## src/rtl/pvr_vtx_fix_seq_pkg.sv

```systemverilog
// Shared types and constants for the PVR vertex float-to-fixed sequencer.
package pvr_vtx_pkg;

  localparam int COMP_W   = 48;
  localparam int NUM_COMP = 5;
  localparam int FRAC_MAX = 23;

  typedef enum logic [2:0] {
    CMP_X = 3'd0,
    CMP_Y = 3'd1,
    CMP_Z = 3'd2,
    CMP_U = 3'd3,
    CMP_V = 3'd4
  } cmp_e;

  typedef enum logic [1:0] {
    IDLE    = 2'd0,
    COLLECT = 2'd1,
    DRAIN   = 2'd2,
    OUT     = 2'd3
  } state_e;

  function automatic logic [4:0] frac_clamp(input logic [7:0] f);
    return (f > 8'(FRAC_MAX)) ? 5'(FRAC_MAX) : f[4:0];
  endfunction

  function automatic cmp_e last_idx(input logic has_uv);
    return has_uv ? CMP_V : CMP_Z;
  endfunction

endpackage

```

## src/rtl/pvr_vtx_fix_seq_if.sv

```systemverilog
// Vertex word input stream and fixed-point record output stream.
interface pvr_vtx_fix_seq_if #(parameter int COMP_W = 48);

  logic              in_valid;
  logic              in_ready;
  logic [31:0]       in_data;
  logic              in_has_uv;
  logic [7:0]        frac_xy;
  logic [7:0]        frac_z;
  logic [7:0]        frac_uv;
  logic              out_valid;
  logic              out_ready;
  logic [COMP_W-1:0] out_x;
  logic [COMP_W-1:0] out_y;
  logic [COMP_W-1:0] out_z;
  logic [COMP_W-1:0] out_u;
  logic [COMP_W-1:0] out_v;
  logic              out_has_uv;

  // master: vertex parser / record consumer side
  modport master (
    output in_valid, in_data, in_has_uv, frac_xy, frac_z, frac_uv, out_ready,
    input  in_ready, out_valid, out_x, out_y, out_z, out_u, out_v, out_has_uv
  );

  modport slave (
    input  in_valid, in_data, in_has_uv, frac_xy, frac_z, frac_uv, out_ready,
    output in_ready, out_valid, out_x, out_y, out_z, out_u, out_v, out_has_uv
  );

endinterface

```

## src/rtl/pvr_vtx_fix_seq_ftf.sv

```systemverilog
// Combinational IEEE-754 single to signed fixed-point converter.
// Negative values come out in one's-complement form; out-of-range shifts truncate.
module float_to_fixed #(
  parameter int OUT_W = 48
) (
  input  logic [31:0]      f_i,
  input  logic [4:0]       frac_i,
  output logic [OUT_W-1:0] fix_o
);

  logic signed [10:0] sh;
  logic        [10:0] nsh;
  logic [OUT_W-1:0]   ext;
  logic [OUT_W-1:0]   mag;

  always_comb begin
    sh  = $signed({3'b000, f_i[30:23]}) + $signed({6'b000000, frac_i}) - 11'sd150;
    nsh = 11'd0;
    ext = {{(OUT_W-24){1'b0}}, 1'b1, f_i[22:0]};
    mag = '0;
    if (sh < 0) begin
      nsh = $unsigned(-sh);
      mag = ext >> nsh;
    end else begin
      mag = ext << $unsigned(sh);
    end
    fix_o = f_i[31] ? ~mag : mag;
  end

endmodule

```

## src/rtl/pvr_vtx_fix_seq.sv

```systemverilog
// Collects 3 or 5 float words per vertex, converts them through one shared
// float_to_fixed, and emits a fixed-point vertex record. Macro: PVR_VTX_FTF_PIPE_EN.
//
// state   | meaning
// IDLE    | waiting for the first word of a vertex (X)
// COLLECT | accepting Y, Z[, U, V]
// DRAIN   | all words taken, waiting for the last slot write
// OUT     | record valid, waiting for out_ready
module pvr_vtx_fix_seq #(
  parameter int COMP_W = 48
) (
  input  logic             clock,
  input  logic             reset_n,
  pvr_vtx_fix_seq_if.slave vif,
  output logic             busy
);

  import pvr_vtx_pkg::*;

  state_e            state_q;
  cmp_e              idx_q;
  logic              in_ready_q;
  logic              out_valid_q;
  logic              busy_q;
  logic              has_uv_q;
  logic [4:0]        frac_xy_q;
  logic [4:0]        frac_z_q;
  logic [4:0]        frac_uv_q;

  logic              in_vld_q;
  cmp_e              in_tag_q;
  logic [31:0]       in_data_q;

  logic [COMP_W-1:0] x_q, y_q, z_q, u_q, v_q;

  logic              accept;
  logic              first_acc;
  logic              last_acc;
  logic [4:0]        frac_sel;
  logic              in_zero;
  logic [COMP_W-1:0] conv_res;
  logic              wr_en;
  cmp_e              wr_tag;
  logic [COMP_W-1:0] wr_val;
  logic              wr_last;

  assign accept    = vif.in_valid & in_ready_q;
  assign first_acc = accept && (state_q == IDLE);
  assign last_acc  = accept && (state_q == COLLECT) && (idx_q == last_idx(has_uv_q));

  always_comb begin
    frac_sel = frac_uv_q;
    case (in_tag_q)
      CMP_X, CMP_Y: frac_sel = frac_xy_q;
      CMP_Z:        frac_sel = frac_z_q;
      default:      frac_sel = frac_uv_q;
    endcase
  end

  // Zero and denormal inputs both map to exactly 0, regardless of sign.
  assign in_zero = (in_data_q[30:23] == 8'd0);

  float_to_fixed #(.OUT_W(COMP_W)) u_ftf (
    .f_i    (in_data_q),
    .frac_i (frac_sel),
    .fix_o  (conv_res)
  );

`ifdef PVR_VTX_FTF_PIPE_EN
  logic              pp_vld_q;
  logic              pp_zero_q;
  cmp_e              pp_tag_q;
  logic [COMP_W-1:0] pp_res_q;

  always_ff @(posedge clock or negedge reset_n) begin
    if (!reset_n) begin
      pp_vld_q  <= 1'b0;
      pp_zero_q <= 1'b0;
      pp_tag_q  <= CMP_X;
      pp_res_q  <= '0;
    end else begin
      pp_vld_q <= in_vld_q;
      if (in_vld_q) begin
        pp_zero_q <= in_zero;
        pp_tag_q  <= in_tag_q;
        pp_res_q  <= conv_res;
      end
    end
  end

  assign wr_en  = pp_vld_q;
  assign wr_tag = pp_tag_q;
  assign wr_val = pp_zero_q ? '0 : pp_res_q;
`else
  assign wr_en  = in_vld_q;
  assign wr_tag = in_tag_q;
  assign wr_val = in_zero ? '0 : conv_res;
`endif

  assign wr_last = wr_en && (wr_tag == last_idx(has_uv_q));

  always_ff @(posedge clock or negedge reset_n) begin
    if (!reset_n) begin
      state_q     <= IDLE;
      idx_q       <= CMP_X;
      in_ready_q  <= 1'b0;
      out_valid_q <= 1'b0;
      busy_q      <= 1'b0;
      has_uv_q    <= 1'b0;
      frac_xy_q   <= 5'd0;
      frac_z_q    <= 5'd0;
      frac_uv_q   <= 5'd0;
    end else begin
      case (state_q)
        IDLE: begin
          in_ready_q <= 1'b1;
          if (accept) begin
            has_uv_q  <= vif.in_has_uv;
            frac_xy_q <= frac_clamp(vif.frac_xy);
            frac_z_q  <= frac_clamp(vif.frac_z);
            frac_uv_q <= frac_clamp(vif.frac_uv);
            idx_q     <= CMP_Y;
            busy_q    <= 1'b1;
            state_q   <= COLLECT;
          end
        end
        COLLECT: begin
          if (last_acc) begin
            idx_q      <= CMP_X;
            in_ready_q <= 1'b0;
            state_q    <= DRAIN;
          end else if (accept) begin
            idx_q <= cmp_e'(idx_q + 3'd1);
          end
        end
        DRAIN: begin
          if (wr_last) begin
            out_valid_q <= 1'b1;
            state_q     <= OUT;
          end
        end
        OUT: begin
          if (vif.out_ready) begin
            out_valid_q <= 1'b0;
            in_ready_q  <= 1'b1;
            busy_q      <= 1'b0;
            state_q     <= IDLE;
          end
        end
        default: state_q <= IDLE;
      endcase
    end
  end

  // Slots are cleared when a new vertex starts so U/V read 0 for XYZ-only vertices.
  always_ff @(posedge clock or negedge reset_n) begin
    if (!reset_n) begin
      in_vld_q  <= 1'b0;
      in_tag_q  <= CMP_X;
      in_data_q <= 32'd0;
      x_q       <= '0;
      y_q       <= '0;
      z_q       <= '0;
      u_q       <= '0;
      v_q       <= '0;
    end else begin
      in_vld_q <= accept;
      if (accept) begin
        in_tag_q  <= idx_q;
        in_data_q <= vif.in_data;
      end
      if (wr_en) begin
        case (wr_tag)
          CMP_X:   x_q <= wr_val;
          CMP_Y:   y_q <= wr_val;
          CMP_Z:   z_q <= wr_val;
          CMP_U:   u_q <= wr_val;
          default: v_q <= wr_val;
        endcase
      end else if (first_acc) begin
        x_q <= '0;
        y_q <= '0;
        z_q <= '0;
        u_q <= '0;
        v_q <= '0;
      end
    end
  end

  assign vif.in_ready   = in_ready_q;
  assign vif.out_valid  = out_valid_q;
  assign vif.out_x      = x_q;
  assign vif.out_y      = y_q;
  assign vif.out_z      = z_q;
  assign vif.out_u      = u_q;
  assign vif.out_v      = v_q;
  assign vif.out_has_uv = has_uv_q;
  assign busy           = busy_q;

endmodule
```

## src/flat_wrapper.sv

```systemverilog
// flat-port wrapper written by rule: the top's interface ports become plain ports
module pvr_vtx_fix_seq_flat import pvr_vtx_pkg::*;
#(
  parameter int COMP_W = 48
)
  (clock, reset_n, busy, vif_in_valid, vif_in_data, vif_in_has_uv, vif_frac_xy, vif_frac_z, vif_frac_uv, vif_out_ready, vif_in_ready, vif_out_valid, vif_out_x, vif_out_y, vif_out_z, vif_out_u, vif_out_v, vif_out_has_uv);
  pvr_vtx_fix_seq_if #(.COMP_W(COMP_W)) vif_i ();
  input  logic clock;
  input  logic reset_n;
  output logic busy;
  input wire logic [$bits(vif_i.in_valid)-1:0] vif_in_valid;
  input wire logic [$bits(vif_i.in_data)-1:0] vif_in_data;
  input wire logic [$bits(vif_i.in_has_uv)-1:0] vif_in_has_uv;
  input wire logic [$bits(vif_i.frac_xy)-1:0] vif_frac_xy;
  input wire logic [$bits(vif_i.frac_z)-1:0] vif_frac_z;
  input wire logic [$bits(vif_i.frac_uv)-1:0] vif_frac_uv;
  input wire logic [$bits(vif_i.out_ready)-1:0] vif_out_ready;
  output wire logic [$bits(vif_i.in_ready)-1:0] vif_in_ready;
  output wire logic [$bits(vif_i.out_valid)-1:0] vif_out_valid;
  output wire logic [$bits(vif_i.out_x)-1:0] vif_out_x;
  output wire logic [$bits(vif_i.out_y)-1:0] vif_out_y;
  output wire logic [$bits(vif_i.out_z)-1:0] vif_out_z;
  output wire logic [$bits(vif_i.out_u)-1:0] vif_out_u;
  output wire logic [$bits(vif_i.out_v)-1:0] vif_out_v;
  output wire logic [$bits(vif_i.out_has_uv)-1:0] vif_out_has_uv;
  assign vif_i.in_valid = vif_in_valid;
  assign vif_i.in_data = vif_in_data;
  assign vif_i.in_has_uv = vif_in_has_uv;
  assign vif_i.frac_xy = vif_frac_xy;
  assign vif_i.frac_z = vif_frac_z;
  assign vif_i.frac_uv = vif_frac_uv;
  assign vif_i.out_ready = vif_out_ready;
  assign vif_in_ready = vif_i.in_ready;
  assign vif_out_valid = vif_i.out_valid;
  assign vif_out_x = vif_i.out_x;
  assign vif_out_y = vif_i.out_y;
  assign vif_out_z = vif_i.out_z;
  assign vif_out_u = vif_i.out_u;
  assign vif_out_v = vif_i.out_v;
  assign vif_out_has_uv = vif_i.out_has_uv;
  pvr_vtx_fix_seq #(.COMP_W(COMP_W)) u_core (.clock(clock), .reset_n(reset_n), .vif(vif_i), .busy(busy));
endmodule
```

## config.mk

```make
export PLATFORM = sky130hd
export DESIGN_NAME = pvr_vtx_fix_seq_flat
export DESIGN_NICKNAME = d
export VERILOG_FILES = /design/src/rtl/pvr_vtx_fix_seq_pkg.sv /design/src/rtl/pvr_vtx_fix_seq_if.sv /design/src/rtl/pvr_vtx_fix_seq_ftf.sv /design/src/rtl/pvr_vtx_fix_seq.sv /design/src/flat_wrapper.sv
export SDC_FILE = /design/constraint.sdc
export NUM_CORES = 1
export LEC_CHECK = 0
export CORE_UTILIZATION = 45
export CTS_BUF_LIST = sky130_fd_sc_hd__clkbuf_16
export DETAILED_ROUTE_END_ITERATION = 7
export GPL_ROUTABILITY_DRIVEN = 0
export PLACE_DENSITY_LB_ADDON = 0.15
export SLEW_MARGIN = 40
export SYNTH_ARGS = -nofsm -noshare
export SYNTH_HDL_FRONTEND = slang
export SYNTH_SLANG_ARGS = --single-unit
```

## constraint.sdc

```tcl
create_clock -name clock -period 5.3 [get_ports clock]
set_input_delay 1.06 -clock clock [delete_from_list [all_inputs] [get_ports clock]]
set_output_delay 1.06 -clock clock [all_outputs]
set_load 0.01 [all_outputs]
```

==> flow_summary.yaml <==
logic_synthesis:
  syn_area_per_cell_um2: 9.961
  synthArstFlopShare: 1.000
  synth_fp_nets: 1742
  synth_edf_count: 0
  syn-cell-area_mm2: 0.01654
  synth_flop_cell: "dfrtp_1"
  yosys_warnings: 0
  synth_area_leaders: "dfrtp_1 (45%), nand2_1 (7.8%), mux4_2 (6.0%)"
  synthCells: 1661
  ys_types: 81
  yosys.area.top_type: "dfrtp_1"
  synth.top_cell.area_share: 0.4538
  seq_area_frac_synth: 0.4538
  ys_ff_latch: 300
critical_path:
  worst_ep_required_time_ns: 5.68
  r2r_cells: 16
  cp-start-kind: "flop"
  endpoint_kind: "flop"
  worstPathMaxFanout: 17
  critical_path.cell_chain: "nor2_1 -> a22o_1 -> a21oi_1 -> ha_1 -> inv_1 -> ha_1 -> inv_1 -> ha_1 -> buf_4 -> mux4_2 -> nand2_1 -> nand3_1 -> a31oi_1 -> a211oi_2 -> nor3_1 -> o31ai_1"
  slowest_delay_ns: 0.72
  arrival_ns: 5.43
  crit_top_cell: "ha_1"
  crit_type: "reg2reg"
  cpMaxStageDelayCell: "ha_1"
sta:
  fin_tns_setup_ns: 0
  layout_min_cycle_time_ns: 5.053
  grt_setup_unrepaired: "false"
  setup_violations: 0
  tightestPinTransition_ns: 0.8571
  clock_skew_ns: 0.01463
  timing.final.max_slew_violations: 0
  hold_violations: 0
  max_slew_margin: 0.4245
  fmax_mhz: 197.9
  min_period_over_period: 0.9534
die:
  start_util: 0.4607
  die_w_um: 193.7
  design.portCount: 305
  num_rows: 69
  core-area_mm2: 0.03591
  die_area_mm2: 0.03754
  die_h_um: 193.7
clock_network:
  root_buffer: "clkbuf_16"
  cts.sinks: 300
  clock_latency_ns: 0.53
  cts_tree: "yes"
  clkTransAtPathRegs_ns: 0.06
  cts.hold.buffers_added: 0
  cts_max_path_buffers: 3
  htreeDepth: 2
  cts_made_buffers: 34
drt:
  routedWlPerCell_um: 23.37
  dr.pass1.iters: 5
  drt_wl_total_mm: 56.08
  drc: 0
  via_count: 14980
  via_per_inst: 6.241
  dr.first_iter.drc_count: 1448
  ant_nets: 0
global_route:
  top_usage_layer: "met2"
  first_global_vias: 14220
  grt_antenna_before_repair: 0
  use_met3: 0.05149
  grt_usage: 0.2964
  grt-ovfl-total: 0
  met1_usage: 0.4107
  met2_usage: 0.4653
  grt_max_degree: 116
  grt_pass1_wl_mm: 87.10
outcome:
  status: "completed"
min_path:
  min_path_type: "reg2reg"
  holdPathStages: 2
finish:
  diodes: 0
  drive_above_1_share: 0.1227
  n_fill_cell: 3113
  fin_nets: 1999
  area_growth_pct: 28.23
place:
  dp_hpwl_mm: 40.61
  io_buffers: 304
job:
  cap_violations: 0
repair_timing:
| item | in CTS | in global routing |
|---|---|---|
| buffers inserted | 0 | 0 |
| gates resized for setup | 0 | 2 |
| setup endpoints to repair | 0 | 11 |
| endpoints found under the hold margin | 0 | 0 |
layout make-up:
class | count | area [µm²] | share of cell area
Clock inverter | 23 | 201.4 | 0.009495
Inverter | 19 | 71.32 | 0.003362
Timing Repair Buffer | 355 | 3467 | 0.1634
Sequential cell | 300 | 7507 | 0.3539
Tap cell | 461 | 576.8 | 0.02719
Multi-Input combinational cell | 1208 | 8541 | 0.4026
Clock buffer | 34 | 850.8 | 0.04010
kinds of logic (layout without fill, tap and decap cells):
| group | after synthesis | count (layout) | synth area share |
|---|---|---|---|
| AOI/OAI and AO/OA | 460 | 460 | 0.2194 |
| buffers and inverters | 153 | 431 | 0.03743 |
| xor gates and xnor gates | 29 | 29 | 0.01618 |
| adders and majority gates | 20 | 20 | 0.01558 |
| muxes | 99 | 99 | 0.09665 |
| DFF | 300 | 300 | 0.4538 |
| and+or+nand+nor | 600 | 600 | 0.1610 |
sequential cells by signal, summed over array words and instances (netlist names), 2 cells and up:
name / count
u_core.vif.out_u: 48
u_core.vif.out_v: 48
u_core.vif.out_x: 48
u_core.vif.out_y: 48
u_core.vif.out_z: 48
u_core.in_data_q: 32
u_core.frac_uv_q: 5
u_core.frac_xy_q: 5
u_core.frac_z_q: 5
u_core.idx_q: 3
u_core.in_tag_q: 3
u_core.state_q: 2
layer usage:
metal / vias up / part of all wire
met5: - / 0
met1: 7353 / 0.42
met3: 131 / 0.078
li1: 6776 / -
met2: 718 / 0.46
met4: 0 / 0.040
cells in the mapped netlist, types with 4 or more instances:
cell and count:
nand2_1 344, dfrtp_1 300, clkbuf_1 108, o31ai_1 105, nor3_1 85, a221o_1 66
o21ai_0 55, a21oi_1 52, nor2_1 47, mux4_2 44, o41ai_1 40, nand3_1 38
mux2_2 33, xnor2_1 26, mux2i_1 21, ha_1 19, inv_1 18, buf_2 15
o21a_1 14, or2_2 14, a211oi_2 13, o22a_1 13, and3_1 12, nand4_1 12
a31oi_1 11, o211ai_1 10, or3_1 9, and2_1 8, o22ai_1 8, a22oi_1 7
nand2b_1 7, o211a_1 7, a21o_1 6, buf_1 6, a211oi_1 5, a22o_1 5
a32oi_1 4, nor2b_1 4, nor3_2 4
critical path, delay by kind of cell (launching register included):
family                     cells  cell delay (ns)
DFF                            1             0.52
AOI/OAI and AO/OA              5             0.93
adders and majority gates      3             1.55
and+or+nand+nor                4             1.11
muxes                          1             0.31
buffers and inverters          3             0.48
layout by cell type (no fill, tap or decap), types with 30 or more instances in the layout:
master	instances
nand2_1	343
clkdlybuf4s50_1	303
dfrtp_1	300
o31ai_1	105
nor3_1	84
a221o_1	66
o21ai_0	55
a21oi_1	50
buf_4	46
mux4_2	44
nor2_1	41
o41ai_1	40
nand3_1	38
clkbuf_16	34
mux2_2	33
inv_1	30
metrics by stage:
step / cell area [µm²] / setup WS (ns) / util / instances / hold WS [ns]
after global placement: 20090 / 0.4558 / 0.5594 / 2341 / 0.4532
after floorplan: 16540 / 0.4171 / - / 1661 / 0.4470
after global routing: 21220 / 0.003187 / 0.5907 / 2400 / 0.4973
final: 21220 / 0.2471 / 0.5907 / 2400 / 0.4697
after detailed placement: 20120 / 0.3229 / 0.5603 / 2342 / 0.4601
after CTS: 21180 / 0.3295 / 0.5896 / 2399 / 0.4730
worst paths after layout:
| check | from | to | slack, ns |
|---|---|---|---|
| hold / removal | u_core.vif.out_y[3]$_DFFE_PN0P_ | u_core.vif.out_y[3]$_DFFE_PN0P_ | 0.47 |
| setup reg to reg | u_core.in_tag_q[1]$_DFFE_PN0P_ | u_core.vif.out_v[2]$_DFFE_PN0P_ | 0.25 |
| hold reg to reg | u_core.vif.out_y[3]$_DFFE_PN0P_ | u_core.vif.out_y[3]$_DFFE_PN0P_ | 0.47 |
| max in group asynchronous | reset_n | u_core.vif.out_u[7]$_DFFE_PN0P_ | 3.50 |
| min in group asynchronous | reset_n | u_core.vif.out_u[28]$_DFFE_PN0P_ | 0.48 |
| setup / recovery | u_core.in_tag_q[1]$_DFFE_PN0P_ | u_core.vif.out_v[2]$_DFFE_PN0P_ | 0.25 |
Power is not shown: default switching activity piles up to over one toggle a cycle in this logic, so the estimate is an artifact.
